==> config.mk <==
export PLATFORM = sky130hd
export DESIGN_NAME = skipring_mc_flat
export DESIGN_NICKNAME = d
export VERILOG_FILES = /design/src/rtl/skipring_mc_if.sv /design/src/rtl/skipring_mc.sv /design/src/flat_wrapper.sv
export SDC_FILE = /design/constraint.sdc
export NUM_CORES = 1
export LEC_CHECK = 0
export BUFFER_PORTS_ARGS = -buffer_cell sky130_fd_sc_hd__buf_2
export CORE_MARGIN = 4
export CORE_UTILIZATION = 40
export DETAILED_ROUTE_END_ITERATION = 8
export PLACE_DENSITY = 0.62
export SYNTH_ARGS = -nofsm -noshare
export SYNTH_HDL_FRONTEND = slang
export SYNTH_SLANG_ARGS = --single-unit
==> constraint.sdc <==
create_clock -name clk -period 2.7 [get_ports clk]
set_clock_uncertainty 0.05 [all_clocks]
set_input_delay 0.405 -clock clk [delete_from_list [all_inputs] [get_ports clk]]
set_output_delay 0.405 -clock clk [all_outputs]
set_load 0.05 [all_outputs]
==> src/rtl/skipring_mc_if.sv <==
// skipring_mc_if: control/status bundle for the multi-channel pulse-skipping generator.
//   e      step request             mode   0 continuous / 1 one-shot
//   go     one-shot start pulse     wr     mask write strobe
//   wch    write channel index      wimm   1 immediate / 0 deferred to wrap
//   wmask  new mask (bit p = pos p) ce     per-channel enable strobes
//   st     ring-wrap strobe         pos    position used by the next step
//   run    ring running             pend   deferred mask pending per channel
// master drives requests and reads status; slave is the generator.
interface skipring_mc_if #(
  parameter int LEN = 16,
  parameter int NCH = 4,
  parameter int PW  = $clog2(LEN),
  parameter int CW  = ($clog2(NCH) > 0) ? $clog2(NCH) : 1
);
  logic           e;
  logic           mode;
  logic           go;
  logic           wr;
  logic [CW-1:0]  wch;
  logic           wimm;
  logic [LEN-1:0] wmask;
  logic [NCH-1:0] ce;
  logic           st;
  logic [PW-1:0]  pos;
  logic           run;
  logic [NCH-1:0] pend;

  modport master (
    output e, mode, go, wr, wch, wimm, wmask,
    input  ce, st, pos, run, pend
  );

  modport slave (
    input  e, mode, go, wr, wch, wimm, wmask,
    output ce, st, pos, run, pend
  );
endinterface

==> src/rtl/skipring_mc.sv <==
// skipring_mc: multi-channel pulse-skipping pattern generator.
// A shared position counter walks a LEN-step ring; channel c emits a one-cycle
// enable strobe on each step whose position has a 1 in its active mask.
// Masks reload immediately or deferred to the ring wrap; continuous and
// one-shot (single ring pass) modes.
// Ports:
//   clk    system clock, all logic on posedge
//   rst_n  asynchronous active-low reset
//   bus    skipring_mc_if slave modport (see interface header)
//
// state   | meaning
// S_IDLE  | one-shot not armed; ring runs only in continuous mode
// S_ARMED | one-shot pass in progress; returns to idle on the wrap step
module skipring_mc #(
  parameter int LEN = 16,
  parameter int NCH = 4,
  parameter int PW  = $clog2(LEN),
  parameter int CW  = ($clog2(NCH) > 0) ? $clog2(NCH) : 1,
  parameter logic [LEN*NCH-1:0] DEF_MASK = {NCH{LEN'(16'hCCCC)}}
) (
  input  logic         clk,
  input  logic         rst_n,
  skipring_mc_if.slave bus
);

  localparam logic [0:0]    S_IDLE   = 1'b0;
  localparam logic [0:0]    S_ARMED  = 1'b1;
  localparam logic [PW-1:0] POS_LAST = PW'(LEN - 1);
  localparam logic [CW:0]   NCH_W    = (CW + 1)'(NCH);

  logic [LEN-1:0] active_q [NCH];
  logic [LEN-1:0] shadow_q [NCH];
  logic [NCH-1:0] pend_q;
  logic [NCH-1:0] ce_q;
  logic           st_q;
  logic [PW-1:0]  pos_q;
  logic [0:0]     state_q;

  logic run;
  logic step;
  logic wrap;
  logic wr_ok;

  assign run   = ~bus.mode | (state_q == S_ARMED);
  assign step  = bus.e & run;
  assign wrap  = step & (pos_q == POS_LAST);
  // Channel indices beyond NCH (possible when NCH is not a power of 2) are dropped.
  assign wr_ok = bus.wr & ({1'b0, bus.wch} < NCH_W);

  // Explicit compare keeps non-power-of-2 rings from ever reaching pos >= LEN.
  always_ff @(posedge clk or negedge rst_n) begin
    if (!rst_n) begin
      pos_q <= '0;
    end else if (step) begin
      pos_q <= (pos_q == POS_LAST) ? '0 : pos_q + PW'(1);
    end
  end

  always_ff @(posedge clk or negedge rst_n) begin
    if (!rst_n) begin
      ce_q <= '0;
      st_q <= 1'b0;
    end else begin
      st_q <= wrap;
      for (int c = 0; c < NCH; c++) begin
        ce_q[c] <= step & active_q[c][pos_q];
      end
    end
  end

  // The wrap step's own strobe reads the old active mask (ce_q above samples
  // active_q before this update). An immediate write beats a wrap commit; a
  // deferred write on the wrap step commits the old shadow and stays pending.
  always_ff @(posedge clk or negedge rst_n) begin
    if (!rst_n) begin
      for (int c = 0; c < NCH; c++) begin
        active_q[c] <= DEF_MASK[c*LEN +: LEN];
        shadow_q[c] <= DEF_MASK[c*LEN +: LEN];
      end
      pend_q <= '0;
    end else begin
      for (int c = 0; c < NCH; c++) begin
        if (wr_ok && (bus.wch == CW'(c))) begin
          if (bus.wimm) begin
            active_q[c] <= bus.wmask;
            pend_q[c]   <= 1'b0;
          end else begin
            if (wrap && pend_q[c]) begin
              active_q[c] <= shadow_q[c];
            end
            shadow_q[c] <= bus.wmask;
            pend_q[c]   <= 1'b1;
          end
        end else if (wrap && pend_q[c]) begin
          active_q[c] <= shadow_q[c];
          pend_q[c]   <= 1'b0;
        end
      end
    end
  end

  // go is only honoured in one-shot mode while idle, so a pass always
  // starts from wherever the ring is parked and ends exactly at the wrap.
  always_ff @(posedge clk or negedge rst_n) begin
    if (!rst_n) begin
      state_q <= S_IDLE;
    end else begin
      case (state_q)
        S_IDLE:  if (bus.mode && bus.go) state_q <= S_ARMED;
        S_ARMED: if (wrap) state_q <= S_IDLE;
        default: state_q <= S_IDLE;
      endcase
    end
  end

  assign bus.ce   = ce_q;
  assign bus.st   = st_q;
  assign bus.pos  = pos_q;
  assign bus.run  = run;
  assign bus.pend = pend_q;

endmodule

==> src/flat_wrapper.sv <==
// flat-port wrapper written by rule: the top's interface ports become plain ports
module skipring_mc_flat 
#(
  parameter int LEN = 16,
  parameter int NCH = 4,
  parameter int PW  = $clog2(LEN),
  parameter int CW  = ($clog2(NCH) > 0) ? $clog2(NCH) : 1,
  parameter logic [LEN*NCH-1:0] DEF_MASK = {NCH{LEN'(16'hCCCC)}}
)
  (clk, rst_n, bus_e, bus_mode, bus_go, bus_wr, bus_wch, bus_wimm, bus_wmask, bus_ce, bus_st, bus_pos, bus_run, bus_pend);
  skipring_mc_if #(.LEN(LEN), .NCH(NCH), .PW(PW), .CW(CW)) bus_i ();
  input  logic clk;
  input  logic rst_n;
  input wire logic [$bits(bus_i.e)-1:0] bus_e;
  input wire logic [$bits(bus_i.mode)-1:0] bus_mode;
  input wire logic [$bits(bus_i.go)-1:0] bus_go;
  input wire logic [$bits(bus_i.wr)-1:0] bus_wr;
  input wire logic [$bits(bus_i.wch)-1:0] bus_wch;
  input wire logic [$bits(bus_i.wimm)-1:0] bus_wimm;
  input wire logic [$bits(bus_i.wmask)-1:0] bus_wmask;
  output wire logic [$bits(bus_i.ce)-1:0] bus_ce;
  output wire logic [$bits(bus_i.st)-1:0] bus_st;
  output wire logic [$bits(bus_i.pos)-1:0] bus_pos;
  output wire logic [$bits(bus_i.run)-1:0] bus_run;
  output wire logic [$bits(bus_i.pend)-1:0] bus_pend;
  assign bus_i.e = bus_e;
  assign bus_i.mode = bus_mode;
  assign bus_i.go = bus_go;
  assign bus_i.wr = bus_wr;
  assign bus_i.wch = bus_wch;
  assign bus_i.wimm = bus_wimm;
  assign bus_i.wmask = bus_wmask;
  assign bus_ce = bus_i.ce;
  assign bus_st = bus_i.st;
  assign bus_pos = bus_i.pos;
  assign bus_run = bus_i.run;
  assign bus_pend = bus_i.pend;
  skipring_mc #(.LEN(LEN), .NCH(NCH), .PW(PW), .CW(CW), .DEF_MASK(DEF_MASK)) u_core (.clk(clk), .rst_n(rst_n), .bus(bus_i));
endmodule
==> out/summary.md <==
- 2.96 ns — Critical Path RT
- 0 — number of nets with antenna violations after detailed routing
- 18,500 um2 — die area
- 0.0766 — Synth Area in Simple Gates
- 4,347 — vias in the first global route
- 73 — pin count of the biggest net entering global routing
- 10,100 um — HPWL after DPL
- 0 — Post-CTS Setup Bufs
- 462 MHz — Max Clock Freq
- 142 — flops & latches, synth
- register — nature of the critical path endpoint
- 15,100 um — routed wire length
- 0.555 — post-synthesis sequential area ratio
- 0 — count of flip-flops with a built-in enable after synthesis
- false — setup repair after global routing missed its margin
- register — startpoint types
- 0.415 — share of layout cells above drive strength 1
- 40 — count of cell types in the netlist
- 0.411 — Initial Util
- 6550 um2 — Mapped Area
- register to register — crit path kind
- 0.00267 — post-synthesis share of cell area spent on xor and xnor gates
- 0.711 ns — actual transition at the worst max-transition pin
- 0.42 ns — Skew-Pair Late Insertion Delay
- 5.30 — Avg Vias per Cell
- 136 um — overall die height
- 0 — Hold Vio Cnt, Final
- 2.16 ns — post-layout min period
- 4,153 — number of vias after detailed routing
- 540 — post-synthesis net count
- 514 — number of instances in the synthesized netlist
- 19.3 um — drt wl/cell
- done — CTS tree
- multiplexers — dominant combinational cell family by area after synthesis
- complete, no violations — status
- 39 — number of I/O pins
- 0.54 ns — FF-to-FF setup slack
- 0.06 ns — Worst-path clk slew
- 0.802 — final critical-path share of the clock period
- 1.00 — Async S/R FF share, synth
- u_core.bus.ce[0] — critical path endpoint
- 0 ns — total negative setup slack
- 0 — antenna cell count
- u_core.bus.ce[0] — worst reg2reg path endpoint
- dfrtp_1 — most used flip-flop cell after synthesis
- 0 — count of instances resized after the clock tree is built
- 12.7 um2 — Syn Area/Cell
- 1 — Hold Buf Count CTS
- 38 — Buffers on Ports
- 46 — Std-Cell Rows
- input pin to register — HP Class
- 0 — total global routing overflow
- u_core.bus.pos[0] — r2r startpoint
- 4 — number of cells traversed by the worst register-to-register path
- 0.571 mV — maximum VDD drop
- 23 — largest fanout of any net on the critical path
- 4 — first-pass iteration count of the detailed router
- 0 — antenna violations before repair
- 3.55 nW — static leakage
- 142 — number of sinks driven by the clock tree
- 0.269 — mux share of post-synthesis cell area
- 0.178 — total global-route track usage
- 275 — DRC marker count from the first detailed-route iteration
- 0 — Final Max Tran Viols
- u_core.bus.pos[0] — start point of the critical path
- 0 — number of warnings printed during yosys synthesis
- 0 — residual DRC count
- 0.00191 — Adder-Cell Fraction of Synth Area
- 2 — buffer levels on the longest clock path
- 0.782 — GPL Wtd Cong
- 0 — # Max-Cap Violations
- 17 — clock buffer count from CTS
- 2.42 ns — data arrival time at the worst-slack endpoint
- clkbuf_16 — CTS root buffer
- 16.6% — layout-stage area growth over the synthesis result
- 581 — NumNets Final
- 4 — H-tree level count
- 0.0667 — synthesized-area fraction occupied by ao, oa, aoi and oai cells
- 0 — number of setup violations in the final report
- 0.479 — final standard cell utilization of the core
- 1010 nW/um2 — pwr/cell area
- 15,900 um2 — Core Box Area
- 24,500 um — global-route wire length before repair
- 136 um — Die Width
- 0.525 — remaining max-slew budget at the tightest pin
[area by class of cell]
cell class	instances	area (um2)
repair buffers	54	357
clock buffers	23	498
multi-input cells	336	2730
fillers	1405	8300
well taps	216	270
flip-flops and latches	142	3630
inverters	4	15.0
clock inverters	9	131
[how the worst min path moves through the flow]
stage                 from                  to  cells past startpoint
floorplan            rst_n  u_core.active_q[0]                      0
global placement     rst_n  u_core.active_q[0]                      1
detailed placement   rst_n  u_core.active_q[0]                      1
CTS                 bus_go      u_core.state_q                      2
global route        bus_go      u_core.state_q                      2
finish              bus_go      u_core.state_q                      2
[sequential cells by signal (all words and copies together), names as in the netlist]
register         flops
u_core.active_q     64
u_core.shadow_q     64
u_core.bus.pos       4
u_core.bus.pend      4
u_core.bus.ce        4
u_core.state_q       1
u_core.bus.st        1
[cells in the final DEF, fill, tap and decap left out, types with 4 or more instances in the layout]
master     count
mux2i_1       70
mux4_2        10
buf_4         12
mux4_1         4
nor2_1        51
a22oi_1        4
dfstp_2       64
clkbuf_8       5
nand4_2        4
dfrtp_1       78
clkbuf_16     17
mux2_2        65
a21oi_1       49
buf_2         37
nand3_1        6
inv_1          4
nand2_1       24
o21ai_0       18
[per-stage QoR]
step | worst slack (ns) | power [mW] | cells | area (um2) | hold slack, ns
after CTS | 0.508 | 7.79 | 784 | 7640 | 0.141
final | 0.536 | 7.71 | 784 | 7640 | 0.156
after floorplan | 0.486 | 4.71 | 514 | 6550 | 0.0594
after global routing | 0.386 | 8.11 | 784 | 7640 | 0.166
after global placement | 0.559 | 5.23 | 751 | 7000 | 0.283
after detailed placement | 0.529 | 5.32 | 751 | 7000 | 0.284
[worst max-delay path, cell delays in order, from the launching register on]
cell	delay (ns)
dfrtp_1	0.35
buf_4	0.40
mux4_1	0.62
mux4_2	0.47
nor2b_4	0.14
[where the power goes]
part           switching (mW)  leakage (nW)  total [mW]  internal, mW
combinational            1.10          1.66        2.03         0.928
clock                   0.869         0.301        2.44          1.57
sequential              0.339          1.59        3.24          2.90
total                    2.31          3.55        7.71          5.40
[cells by family (layout without fill, tap and decap cells)]
kind of cell	Yosys count	in the layout
buffers and inverters	36	90
flip-flops	142	142
adder cells (fa/ha/maj)	1	1
XOR/XNOR	2	2
AO/OA/AOI/OAI	80	80
multiplexers	149	149
AND/OR/NAND/NOR	104	104
[cells in the mapped netlist, types with 3 or more instances]
cell      number  area [um2]
dfrtp_1       78        1950
mux2i_1       70         701
mux2_2        65         732
dfstp_2       64        1680
nor2_1        52         195
a21oi_1       49         245
nand2_1       24        90.1
o21ai_0       18        90.1
clkbuf_1      15        56.3
mux4_2        10         225
buf_2          8        40.0
buf_4          6        45.0
nand3_1        6        30.0
a22oi_1        4        30.0
inv_1          4        15.0
mux4_1         4         105
nand4_2        4        50.1
a31o_2         3        26.3
o211ai_1       3        22.5
[per-layer routing]
metal  vias up  wire (um)  GRT usage
met1      2130       6950      0.242
met2        79       7240      0.282
li1       1923          -          -
met5         -          0          0
met4         0        215     0.0543
met3        21        736     0.0448
No activity file was read; power rests on OpenSTA's default activity.
